==> config.mk <==
export PLATFORM = sky130hd
export DESIGN_NAME = mic_volume_meter
export DESIGN_NICKNAME = d
export VERILOG_FILES = /design/src/rtl/mic_volume_meter.sv
export SDC_FILE = /design/constraint.sdc
export NUM_CORES = 1
export LEC_CHECK = 0
export ABC_AREA = 1
export ABC_CLOCK_PERIOD_IN_PS = 6300
export CAP_MARGIN = 10
export CORE_ASPECT_RATIO = 1.1
export CORE_MARGIN = 3
export CORE_UTILIZATION = 50
export CTS_BUF_LIST = sky130_fd_sc_hd__clkbuf_8
export CTS_CLUSTER_SIZE = 10
export DETAILED_ROUTE_END_ITERATION = 7
export PLACE_DENSITY = 0.76
export RECOVER_POWER = 25
export REMOVE_ABC_BUFFERS = 1
export SYNTH_ARGS = -nofsm -noshare
export SYNTH_HDL_FRONTEND = slang
export SYNTH_SLANG_ARGS = --single-unit
==> constraint.sdc <==
create_clock -name clk -period 6.3 [get_ports clk]
set_input_delay 0.945 -clock clk [delete_from_list [all_inputs] [get_ports clk]]
set_output_delay 0.945 -clock clk [all_outputs]
set_load 0.1 [all_outputs]
==> src/rtl/mic_volume_meter.sv <==
// Microphone loudness meter: samples mic_in every SAMPLE_DIV clocks, tracks peak deviation
// from mid-scale over WINDOW samples and publishes a 4-bit level at the end of each window.
module mic_volume_meter #(
    parameter int unsigned SAMPLE_DIV = 5000,
    parameter int unsigned WINDOW     = 4000
) (
    input  logic        clk,
    input  logic        clr,
    input  logic [11:0] mic_in,
    output logic [3:0]  vol,
    output logic        vol_valid,
    output logic        sample_tick
);

    localparam int unsigned DivW = (SAMPLE_DIV > 1) ? $clog2(SAMPLE_DIV) : 1;
    localparam int unsigned WinW = (WINDOW > 1) ? $clog2(WINDOW) : 1;
    localparam logic [DivW-1:0] DivLast = DivW'(SAMPLE_DIV - 1);
    localparam logic [WinW-1:0] WinLast = WinW'(WINDOW - 1);

    logic [DivW-1:0] r_div_cnt;
    logic [WinW-1:0] r_win_cnt;
    logic [10:0]     r_peak;
    logic [11:0]     r_sample;
    logic            r_s_valid;
    logic [3:0]      r_vol;
    logic            r_vol_valid;

    logic [11:0]     w_neg_diff;
    logic [10:0]     w_mag;
    logic [10:0]     w_cand;

    // Below mid-scale, only sample 0 yields 2048, which saturates to 2047.
    always_comb begin
        w_neg_diff = 12'd2048 - r_sample;
        if (r_sample[11]) begin
            w_mag = r_sample[10:0];
        end else if (w_neg_diff[11]) begin
            w_mag = 11'd2047;
        end else begin
            w_mag = w_neg_diff[10:0];
        end
        w_cand = (w_mag > r_peak) ? w_mag : r_peak;
    end

    always_ff @(posedge clk or posedge clr) begin
        if (clr) begin
            r_div_cnt <= '0;
            r_sample  <= '0;
            r_s_valid <= 1'b0;
        end else begin
            r_s_valid <= 1'b0;
            if (r_div_cnt == DivLast) begin
                r_div_cnt <= '0;
                r_sample  <= mic_in;
                r_s_valid <= 1'b1;
            end else begin
                r_div_cnt <= r_div_cnt + 1'b1;
            end
        end
    end

    always_ff @(posedge clk or posedge clr) begin
        if (clr) begin
            r_win_cnt   <= '0;
            r_peak      <= '0;
            r_vol       <= '0;
            r_vol_valid <= 1'b0;
        end else begin
            r_vol_valid <= 1'b0;
            if (r_s_valid) begin
                if (r_win_cnt == WinLast) begin
                    // The window's final sample is folded into this window's result.
                    r_vol       <= w_cand[10:7];
                    r_vol_valid <= 1'b1;
                    r_peak      <= '0;
                    r_win_cnt   <= '0;
                end else begin
                    r_peak    <= w_cand;
                    r_win_cnt <= r_win_cnt + 1'b1;
                end
            end
        end
    end

    assign vol         = r_vol;
    assign vol_valid   = r_vol_valid;
    assign sample_tick = r_s_valid;

endmodule

Word-level counts from Yosys, hierarchy flattened --
Cells that the tools add are included.
Storage, ports and cells: bits in registers 54, output and inout port bits 6
Cells by class: magnitude comparators 1, eq/ne operators 2, mux-type cells 9, reductions and logical operators 3, $add $sub $neg 3
Operators with widths (number):
- two-way mux 11 bit | 4
- adder 13 x 1 -> 13 bit (second input constant) | 1
- == test 13 bit (second input constant) | 1
- two-way mux 13 bit | 1
- adder 12 x 1 -> 12 bit (second input constant) | 1
- == test 12 bit (second input constant) | 1
- two-way mux 12 bit | 1
- subtractor 12 bit (first input constant) | 1
- > comparator 11 bit | 1
- AND reduction 2 bit | 2
- two-way mux 1 bit | 3
- nonzero test 2 bit | 1

Logic depth before layout (Yosys ltp) --
Gate-level depths: netlist of the first run.
depth in word-level cells 6, depth in mapped cells 21

Least setup slack after synthesis of the first run --
No wires, ideal clock.
path kind reg2reg, start point reg r_sample[0], end point reg r_peak[0], arrival 2.340 ns, cell stages (with the launch flop) 22, setup slack 3.840 ns, required time 6.180 ns, path buffers 0, cells stage by stage dfrtp_1 -> inv_1 -> ha_1 -> nand2_1 -> nor2_1 -> nand3_1 -> nand3_1 -> nand2_1 -> nor2_1 -> inv_1 -> ha_1 -> nand2_1 -> inv_1 -> nand2_1 -> nor2_1 -> nand2_1 -> nand3_1 -> nand2_1 -> inv_1 -> nand2_2 -> nand3_1 -> nand2_1
On the way: longest elaborated chain between the ends 6, elaborated cells between the ends (all ways) 8
RTL lines:
- from (decl) | line 23 | logic [11:0] r_sample;
- from (signal assigned) | line 54 | r_sample <= mic_in;
- subtractor 12 bit | line 34 | w_neg_diff = 12'd2048 - r_sample;
- two-way mux 11 bit | line 37 | end else if (w_neg_diff[11]) begin
- two-way mux 11 bit * | line 35 | if (r_sample[11]) begin
- > comparator 11 bit | line 42 | w_cand = (w_mag > r_peak) ? w_mag : r_peak;
- nonzero test 2 bit (no line)
- AND reduction 2 bit (no line)
- to (signal assigned) | line 78 | r_peak <= w_cand;
- to (decl) | line 22 | logic [10:0] r_peak;
Every way passes the cells marked *; elsewhere a longest branch is shown, timed or not. The select of a mux whose other input is x is not followed. A chain may end at the register's enable or synchronous reset.

Worst setup path in the final report of the first run --
Ends and elaborated chain as after synthesis.

==> results by group, run 1 <==
Status
  – Status: completed

Setup path
  – Worst Path Required: 6550 ps
  – Startpoint Class: register
  – Critical path class: register to register
  – Worst Path Arrival: 3210 ps
  – CP Capture Type: register
  – Crit Path Max Fanout: 7

Drt
  – Starting DRT DRC Count: 117
  – Routed vias/inst: roughly 5.2
  – Final ANT Viol Nets: 0
  – Vias: 2631
  – Drt total wl: 5.83 mm
  – Router iterations before antenna repair: 4
  – Drt drc: 0
  – Routed WL per cell: 11.5 um

Logic synthesis
  – Synthesized area: 3160 um2
  – Top FF cell, synth: dfrtp_1
  – Number of synthesized flops with an enable pin: 0
  – Post-synthesis sequential area ratio: 42.8%
  – Post-synthesis async set-or-reset flop share: 100%
  – Post-synthesis cell count: 406
  – Synth unique cells: 34
  – Yosys warns: 0
  – Yosys reg bits: 54
  – Syn avg cell area: around 8 um2

CTS
  – Clock buffer count from CTS: 5
  – CTS tree: built
  – Root buffer cell: clkbuf_8
  – Clk_lat worst skew: 320 ps
  – Number of H-tree levels: 2
  – Hold buffers post-CTS: 0
  – CTS Sinks: 54
  – Clock-pin slew on the worst setup and hold paths: 100 ps
  – PostCTS Resize Cnt: 0
  – Total setup buffers inserted after CTS: 0
  – Clock Path Buffers: 2

Min path
  – Hold Crit Class: register to register

Floorplan
  – Boundary Pins: 20
  – Num rows: 29
  – Core area: about 6000 um2
  – Die footprint: approximately 7300 um2
  – Horiz. Die Dim: 81.8 um
  – Initial Util: 53.1%
  – Die H: 89.4 um

Timing
  – Slew HR: 30.9%
  – Final Hold Viols: 0
  – Hold Slack: 488 ps
  – Final worst path period share: 46.9%
  – Setup-failing EPs final: 0
  – Post-layout minimum cycle time: 2960 ps
  – Fmax: around 340 MHz
  – Final TNS setup: 0 ps
  – Worst Skew: 14.7 ps
  – RSZ-0062 raised after global routing: no
  – Worst-Margin Slew: 1040 ps
  – Max-slew violation count: 0

Cells and area
  – Final net count: 455
  – Area of the multi-input gates: 1470 um2
  – Fillers: 552
  – Antenna diodes: 0
  – Most common cell after layout, fill and taps aside: nand2_1
  – Layout area overhead: 9.38%
  – Register Area: approximately 1400 um2
  – Most frequent cells in the layout: nand2_1 (101), inv_1 (61), dfrtp_1 (54)
  – Layout cell share with drive strength beyond 1: 7.94%

Power
  – Total Power: about 560 uW
  – Max rail drop VDD: between 0.0001 and 0.00015 V
  – Leakage: 1.69 nW
  – Power per cell area: 163 nW/um2

Global routing
  – Global-route wire length before repair: 10.4 mm
  – Remaining global-route overflow: 0
  – Total Routing Usage GR: 17.8%
  – Largest net degree at the start of global routing: 55
  – Initial antenna violation count: 0
  – Number of global-route vias before repair: 2414

Job
  – Maximum capacitance violations: 0

Place
  – Post-detailed-placement half-perimeter wirelength: 4.39 mm
  – IO Port Bufs: 19
  – Gpl congestion: a little over 0.9
## registers in the layout, summed over array words and instances, names as in the netlist
name and flops:
vol_valid 1, vol 4, r_win_cnt 12, r_sample 12, r_div_cnt 13, r_peak 11
sample_tick 1
## path summary, 6_finish.rpt
| check | start | to | slack [ps] | depth (start not counted) |
|---|---|---|---|---|
| max | r_sample[0] | r_peak[0] | 3340 | 20 |
| min | vol[0] | vol[0] | 490 | 2 |
| max reg2reg | r_sample[0] | r_peak[0] | 3340 | 20 |
| min reg2reg | vol[0] | vol[0] | 490 | 2 |
| max in group asynchronous | clr | r_peak[1] | 4730 | 3 |
| min in group asynchronous | clr | r_peak[8] | 1110 | 3 |
## power breakdown
part | switching [mW] | leakage [nW] | internal [mW] | total, mW
registers | 0 | 0.678 | 0.346 | 0.346
logic | 0.00773 | 0.965 | 0.00744 | 0.0152
clock network | 0.123 | 0.0447 | 0.0806 | 0.203
total | 0.130 | 1.69 | 0.434 | 0.565
## synthesized netlist by cell type, drive strengths merged, types with 5 or more instances
| library cell | number | area (um2) |
|---|---|---|
| a21oi | 12 | 60.1 |
| nor4 | 5 | 52.6 |
| nand2 | 110 | 435 |
| dfrtp | 54 | 1350 |
| ha | 14 | 175 |
| xor2 | 8 | 70.1 |
| nand4 | 8 | 50.1 |
| o21ai | 21 | 131 |
| buf | 6 | 55.1 |
| nand3 | 41 | 205 |
| nor3 | 9 | 56.3 |
| nor2 | 35 | 151 |
| inv | 66 | 248 |
## logic make-up (layout without fill, tap and decap cells)
group                    count (synthesis)  in the layout  share of synthesized area, %
adder cells (fa/ha/maj)                 14             14                          5.54
AND/OR/NAND/NOR                        216            216                          31.8
flip-flops                              54             54                          42.8
XOR/XNOR                                 9              9                          2.49
buffers and inverters                   73             95                          9.70
AO/OA/AOI/OAI                           40             40                          7.72
## layout make-up
cell class	instances	area share [%]
Sequential cell	54	39.1
Clock buffer	5	1.99
Tap cell	77	2.79
Multi-Input combinational cell	279	42.4
Inverter	66	7.17
Timing Repair Buffer	21	5.83
Clock inverter	3	0.724
## critical path, stage by stage (launching register included)
cell,delay [ps]
dfrtp_1,410
inv_1,100
ha_1,170
nand2_1,110
nor2_1,150
nand3_1,110
nand3_1,100
nand2_1,50
nor2_1,160
inv_1,60
ha_1,290
nand2_1,50
inv_1,50
nand2_1,70
nor2_1,150
nand2_1,90
nand3_1,110
nand2_1,140
nor2_2,260
o21ai_0,150
nand2_1,90
## routing by layer
layer | track usage, % | up-vias | wire, um
li1 | - | 1343 | -
met1 | 24.1 | 1221 | 2910
met2 | 29.1 | 58 | 2600
met3 | 4.03 | 9 | 256
met4 | 4.23 | 0 | 67
met5 | 0 | - | 0
## metrics by stage
| step | instances | util [%] | setup WS [ps] | instance area, um2 |
|---|---|---|---|---|
| floorplan | 399 | - | 3830 | 3100 |
| global placement | 497 | 57.2 | 3470 | 3400 |
| detailed placement | 497 | 57.2 | 3410 | 3400 |
| CTS | 505 | 58.8 | 3340 | 3500 |
| global route | 505 | 58.1 | 3040 | 3460 |
| finish | 505 | 58.1 | 3340 | 3460 |
No activity file was read; power rests on OpenSTA's default activity.
==> run 2, diff against run 1 <==
--- a/config.mk
+++ b/config.mk
@@ -6,7 +6,7 @@
 export NUM_CORES = 1
 export LEC_CHECK = 0
 export ABC_AREA = 1
-export ABC_CLOCK_PERIOD_IN_PS = 6300
+export ABC_CLOCK_PERIOD_IN_PS = 2730
 export CAP_MARGIN = 10
 export CORE_ASPECT_RATIO = 1.1
 export CORE_MARGIN = 3
==> constraint.sdc (replaced) <==
create_clock -name clk -period 2.73 [get_ports clk]
set_input_delay 0.4095 -clock clk [delete_from_list [all_inputs] [get_ports clk]]
set_output_delay 0.4095 -clock clk [all_outputs]
set_load 0.1 [all_outputs]
==> results by group, run 2 (synthesized netlist as in run 1, its figures left out) <==
Min path
  – Worst Min Path Start: vol[3] (was vol[0])
  – Hold Crit Class: register to register (unchanged)

CTS
  – Hold buffers post-CTS: 0 (unchanged)
  – Clk_lat worst skew: 310 ps (was 320 ps)
  – Root buffer cell: clkbuf_8 (unchanged)
  – Clock-pin slew on the worst setup and hold paths: 100 ps (about the same)
  – Number of H-tree levels: 2 (unchanged)
  – Clock Path Buffers: 2 (unchanged)
  – CTS Sinks: 54 (unchanged)
  – Clock buffer count from CTS: 5 (unchanged)
  – CTS tree: built (unchanged)

Setup path
  – Max incr delay on CP: 420 ps (was 410 ps)
  – Worst Path Arrival: 2790 ps (was 3210 ps)
  – CP max stage cell: dfrtp_1 (unchanged)
  – Worst Path Required: 2970 ps (was 6550 ps)
  – Most common cell on crit path: nand2_1 (unchanged)
  – Crit path cell chain: inv_2 -> ha_2 -> nand2_2 -> nor2_4 -> nand3_2 -> nand3_1 -> nand2_1 -> nor2_2 -> inv_1 -> ha_1 -> nand2_1 -> nand2_1 -> a21oi_1 -> nand3_2 -> nand2_4 -> inv_4 -> nand2_1 -> nand3_1 -> nand2_1 (was inv_1 -> ha_1 -> nand2_1 -> nor2_1 -> nand3_1 -> nand3_1 -> nand2_1 -> nor2_1 -> inv_1 -> ha_1 -> nand2_1 -> inv_1 -> nand2_1 -> nor2_1 -> nand2_1 -> nand3_1 -> nand2_1 -> nor2_2 -> o21ai_0 -> nand2_1)
  – CP Capture Type: register (unchanged)
  – Startpoint Class: register (unchanged)
  – Crit Path Max Fanout: 5 (was 7)
  – Critical Path Start: r_sample[0] (unchanged)
  – R2r startpoint: r_sample[0] (unchanged)
  – Critical path class: register to register (unchanged)

Floorplan
  – Initial Util: 53.1% (unchanged)
  – Horiz. Die Dim: 81.8 um (unchanged)
  – Boundary Pins: 20 (unchanged)
  – Die H: 89.4 um (unchanged)
  – Core area: 5950 um2 (unchanged)
  – Die footprint: 7310 um2 (unchanged)
  – Num rows: 29 (unchanged)

Cells and area
  – Most frequent cells in the layout: nand2_1 (98), inv_1 (57), dfrtp_1 (54) (was nand2_1 (101), inv_1 (61), dfrtp_1 (54))
  – Final net count: 464 (was 455)
  – Most common cell after layout, fill and taps aside: nand2_1 (unchanged)
  – Largest registers: r_div_cnt (13), r_sample (12), r_win_cnt (12) (unchanged)
  – Final core utilization: 60.6% (was 58.1%)
  – Layout area overhead: 14.1% (was 9.38%)
  – Antenna diodes: 0 (unchanged)
  – Post-Layout Inst Area: 3610 um2 (was 3460 um2)
  – Largest reg by FF count: r_div_cnt (unchanged)
  – Layout cell share with drive strength beyond 1: 16.9% (was 7.94%)
  – Largest register FFs: 13 (unchanged)

Power
  – Logic gate share of total power: 2.7% (about the same)
  – Max rail drop VDD: 0.000271 V (was 0.000112 V)
  – Switching share of power: 22.2% (was 23.1%)
  – Clock Power Share: 35.3% (was 36.0%)
  – Share of power burned in registers: 62.1% (was 61.3%)
  – Internal: 1.00 mW (was 434 uW)
  – Switching pwr: 287 uW (was 130 uW)
  – Total Power: 1.29 mW (was 565 uW)
  – Leakage: 1.75 nW (was 1.69 nW)
  – Power per cell area: 357 nW/um2 (was 163 nW/um2)

Global routing
  – Global routing met1 resource utilization: 24.7% (was 24.1%)
  – Total Routing Usage GR: 19.1% (was 17.8%)
  – Remaining global-route overflow: 0 (unchanged)
  – Number of global-route vias before repair: 2564 (was 2414)
  – Global-route wire length before repair: 11.1 mm (was 10.4 mm)
  – Largest net degree at the start of global routing: 55 (unchanged)
  – Initial antenna violation count: 0 (unchanged)
  – GRT busiest layer: met2 (unchanged)
  – M3 GR Usage: 3.33% (was 4.03%)
  – Met2 Track Usage GR: 32.9% (was 29.1%)

Timing
  – Final Hold Viols: 0 (unchanged)
  – Post-layout minimum cycle time: 2550 ps (was 2960 ps)
  – Worst-Margin Slew: 1290 ps (was 1040 ps)
  – Setup-failing EPs final: 0 (unchanged)
  – Fmax: 392 MHz (was 338 MHz)
  – Slew HR: 13.8% (was 30.9%)
  – Final TNS setup: 0 ps (unchanged)
  – Worst Skew: 12.9 ps (was 14.7 ps)
  – Final worst path period share: 93.3% (was 46.9%)
  – Max-slew violation count: 0 (unchanged)

Drt
  – Vias: 2693 (was 2631)
  – Router iterations before antenna repair: 5 (was 4)
  – Drt total wl: 6.16 mm (was 5.83 mm)
  – Routed WL per cell: 12.0 um (was 11.5 um)
  – Drt drc: 0 (unchanged)
  – Routed vias/inst: 5.24 (was 5.21)
  – Starting DRT DRC Count: 123 (was 117)
  – Final ANT Viol Nets: 0 (unchanged)

Place
  – Post-Place Cell Area: 3420 um2 (was 3400 um2)
  – Post-detailed-placement half-perimeter wirelength: 4.52 mm (was 4.39 mm)
  – Gpl congestion: 0.897 (was 0.926)
  – IO Port Bufs: 19 (unchanged)

Job
  – Maximum capacitance violations: 0 (unchanged)

Status
  – Status: completed (unchanged)
run 2: cell count changes in the layout (fill, tap and decap cells not counted), sizes merged:
cell / before / now
buf: 1 / 16
clkdlybuf4s50: 19 / 12
clkinv: 1 / 4
inv: 67 / 65
clkinvlp: 1 / 0
dlygate4sd3: 0 / 1
run 2: routing by layer:
layer / up-vias / share of wire [%]
met1: 1265 / 48
met4: 0 / 0.93
met3: 8 / 4.1
li1: 1360 / -
met2: 60 / 47
met5: - / 0
run 2: repair_timing:
item,in CTS,in global routing
setup endpoints to repair,13,15
pin swaps,0,7
gates cloned,0,0
buffers inserted,0,5
gates resized for setup,4,17
run 2: layout make-up:
type / instances / area (um2)
fill: 544 / 2340
multi-input combinational: 279 / 1560
sequential: 54 / 1350
timing repair buffer: 30 / 255
inverter: 66 / 250
tap: 77 / 96.3
clock buffer: 5 / 68.8
clock inverter: 3 / 26.3
run 2: stage by stage:
| step | cells | worst slack [ps] | hold slack (ps) |
|---|---|---|---|
| after floorplan | 399 | 261 | 449 |
| after global placement | 501 | 54.7 | 466 |
| after detailed placement | 501 | -79.5 | 468 |
| after CTS | 509 | 24.7 | 491 |
| after global routing | 514 | -53.4 | 512 |
| final | 514 | 182 | 486 |
run 2: final timing paths:
check	to	slack, ps	cells after the start
min in group asynchronous	r_div_cnt[0]	950	3
worst max-delay path	vol[2]	180	19
worst min register to register	vol[3]	490	2
worst min-delay path	vol[3]	490	2
worst max register to register	vol[2]	180	19
max in group asynchronous	r_peak[3]	980	3
run 2: critical path, delay by kind of cell (launching register included):
kind	cells	cell delay, ps
AOI/OAI and AO/OA	1	220
and+or+nand+nor	13	1170
adders and majority gates	2	470
DFF	1	420
buffers and inverters	3	180
run 2: power groups by stage:
stage                     logic, mW  clock network, mW  registers, mW
after detailed placement     0.0371                  0          0.815
after floorplan              0.0117                  0          0.815
final                        0.0345              0.454          0.799
after global placement       0.0360                  0          0.815
after CTS                    0.0371              0.481          0.799
after global routing         0.0394              0.513          0.800
==> run 3, diff against run 2 <==
--- a/config.mk
+++ b/config.mk
@@ -6,7 +6,7 @@
 export NUM_CORES = 1
 export LEC_CHECK = 0
 export ABC_AREA = 1
-export ABC_CLOCK_PERIOD_IN_PS = 2730
+export ABC_CLOCK_PERIOD_IN_PS = 2400
 export CAP_MARGIN = 10
 export CORE_ASPECT_RATIO = 1.1
 export CORE_MARGIN = 3
==> constraint.sdc (replaced) <==
create_clock -name clk -period 2.4 [get_ports clk]
set_input_delay 0.36 -clock clk [delete_from_list [all_inputs] [get_ports clk]]
set_output_delay 0.36 -clock clk [all_outputs]
set_load 0.1 [all_outputs]
==> results by group, run 3 (synthesized netlist as in run 1, its figures left out) <==
Floorplan
  – Boundary Pins: 20 (unchanged)
  – Die H: 89.4 um (unchanged)
  – Horiz. Die Dim: 81.8 um (unchanged)
  – Die footprint: 7310 um2 (unchanged)
  – Initial Util: 53.1% (unchanged)
  – Core area: 5950 um2 (unchanged)
  – Num rows: 29 (unchanged)

CTS
  – Clock buffer count from CTS: 5 (unchanged)
  – Root buffer cell: clkbuf_8 (unchanged)
  – Clk_lat worst skew: 330 ps (was 310 ps)
  – Hold buffers post-CTS: 0 (unchanged)
  – CTS Sinks: 54 (unchanged)
  – Clock Path Buffers: 2 (unchanged)
  – Clock-pin slew on the worst setup and hold paths: 100 ps (about the same)
  – CTS tree: built (unchanged)
  – Number of H-tree levels: 2 (unchanged)

Cells and area
  – Layout cell share with drive strength beyond 1: 32.0% (was 16.9%)
  – Final non-filler cell total: 559 (was 514)
  – Final net count: 509 (was 464)
  – Post-Layout Inst Area: 4180 um2 (was 3610 um2)
  – Largest reg by FF count: r_div_cnt (unchanged)
  – Most common cell after layout, fill and taps aside: nand2_1 (unchanged)
  – Layout area overhead: 32.4% (was 14.1%)
  – Most frequent cells in the layout: nand2_1 (83), buf_4 (58), inv_1 (55) (was nand2_1 (98), inv_1 (57), dfrtp_1 (54))
  – Antenna diodes: 0 (unchanged)
  – Fillers: 441 (was 544)
  – Largest registers: r_div_cnt (13), r_sample (12), r_win_cnt (12) (unchanged)
  – Largest register FFs: 13 (unchanged)

Setup path
  – Reg2Reg Capture Point: r_peak[2] (was vol[2])
  – Critical path class: register to register (unchanged)
  – Startpoint Class: register (unchanged)
  – Worst reg2reg path depth: 18 (was 19)
  – CP Capture Type: register (unchanged)
  – Crit Path Max Fanout: 6 (was 5)
  – Worst Path Required: 2660 ps (was 2970 ps)
  – R2r startpoint: r_sample[0] (unchanged)
  – Worst Path Arrival: 2900 ps (was 2790 ps)
  – Worst R2R Setup Slack: -250 ps (was 180 ps)

Status
  – Status: finished, violations left (was completed)
  – Failing checks: negative setup slack

Timing
  – Slew HR: 25.2% (was 13.8%)
  – Worst-Margin Slew: 1120 ps (was 1290 ps)
  – Final WS setup: -248 ps (was 182 ps)
  – Post-layout minimum cycle time: 2650 ps (was 2550 ps)
  – Final Hold Viols: 0 (unchanged)
  – Final worst path period share: 110% (was 93.3%)
  – Setup-failing EPs final: 15 (was 0)
  – Fmax: 378 MHz (was 392 MHz)
  – Max-slew violation count: 0 (unchanged)
  – RSZ-0062 raised after global routing: yes
  – Worst Skew: 16.4 ps (was 12.9 ps)

Global routing
  – Remaining global-route overflow: 0 (unchanged)
  – Initial antenna violation count: 0 (unchanged)
  – Global-route wire length before repair: 12.7 mm (was 11.1 mm)
  – Number of global-route vias before repair: 2864 (was 2564)
  – Total Routing Usage GR: 22.3% (was 19.1%)
  – Largest net degree at the start of global routing: 29 (was 55)

Drt
  – Routed vias/inst: 5.31 (was 5.24)
  – Drt drc: 0 (unchanged)
  – Routed WL per cell: 14.1 um (was 12.0 um)
  – Starting DRT DRC Count: 189 (was 123)
  – Drt total wl: 7.85 mm (was 6.16 mm)
  – Final ANT Viol Nets: 0 (unchanged)
  – Router iterations before antenna repair: 5 (unchanged)
  – Vias: 2966 (was 2693)

Place
  – Post-Place Cell Area: 3620 um2 (was 3420 um2)
  – IO Port Bufs: 19 (unchanged)
  – Gpl congestion: 0.886 (was 0.897)
  – Post-detailed-placement half-perimeter wirelength: 4.80 mm (was 4.52 mm)
  – DP Cell Count: 528 (was 501)

Min path
  – Hold Crit Class: register to register (unchanged)
  – Worst Min Path Start: vol[2] (was vol[3])
  – WHS Path Cells: 2 (unchanged)
  – WHS Endpoint: vol[2] (was vol[3])

Power
  – Max rail drop VDD: 0.000241 V (was 0.000271 V)
  – Leakage: 2.02 nW (was 1.75 nW)
  – Power per cell area: 360 nW/um2 (was 357 nW/um2)

Job
  – Maximum capacitance violations: 0 (unchanged)
[run 3: cell types whose count changed in the layout (fill, tap and decap cells not counted), moves of 5 or more]
cell / before / now
nand3_2: 2 / 9
nand2_2: 10 / 20
nand2_4: 2 / 7
nand3_1: 39 / 30
nor2_4: 3 / 9
nand2_1: 98 / 83
buf_4: 16 / 58
[run 3: final cells by class]
class                      instances  area [um2]  share of cell area, %
tap                               77        96.3                   2.30
clock inverter                     3        26.3                  0.628
multi-input combinational        279        1780                   42.6
timing repair buffer              75         611                   14.6
clock buffer                       5        68.8                   1.64
inverter                          66         250                   5.98
sequential                        54        1350                   32.3
[run 3: worst max path at each step]
stage          slack [ps]   endpoint        start
2_1_floorplan         -70  r_peak[0]  r_sample[0]
3_3_place_gp         -120  r_peak[0]  r_sample[0]
3_5_place_dp         -230  r_peak[2]  r_sample[0]
4_1_cts               -90     vol[3]  r_sample[1]
5_1_grt              -380  r_peak[2]  r_sample[0]
6_report             -250  r_peak[2]  r_sample[0]
[run 3: layer usage]
metal	vias to the layer above	global-route usage, %	wire, um
met5	-	0	0
met4	0	8.16	186
met3	20	3.93	347
met2	84	38.6	3940
met1	1409	27.6	3380
li1	1453	-	-
[run 3: timing repair]
item,4_1_cts,5_1_grt
gates resized for setup,41,34
endpoints found under the setup margin,15,15
pin swaps,17,19
buffers inserted,19,5
[run 3: where the power goes]
| part | switching (mW) | internal, mW | total [mW] | leakage (nW) |
|---|---|---|---|---|
| clock | 0.338 | 0.216 | 0.554 | 0.0491 |
| combinational | 0.0217 | 0.0202 | 0.0419 | 1.29 |
| sequential | 0 | 0.909 | 0.909 | 0.678 |
| total | 0.360 | 1.15 | 1.51 | 2.02 |
[run 3: stage by stage]
stage	TNS, ps	total power, mW	util (%)	hold WS, ps	worst slack (ps)
after floorplan	-472	0.940	-	449	-69.2
after global placement	-1450	0.969	60.8	465	-123
after detailed placement	-2810	0.971	60.8	468	-229
after CTS	-773	1.52	67.3	427	-88.1
after global routing	-4930	1.56	70.3	510	-379
final	-3050	1.51	70.3	482	-248
[run 3: worst max-delay path, cell delays in order, from the launching register on]
cell and delay [ps]:
dfrtp_1 420, inv_2 120, ha_4 170, nand2_4 80, buf_4 140, o211ai_1 200
nand3_2 150, ha_4 300, nand2_1 50, inv_1 70, nand2_2 80, nor2_4 90
nand2_2 90, nand3_4 80, nand2_4 90, nor2_4 190, buf_4 140, nand2_2 40
nand2_1 70
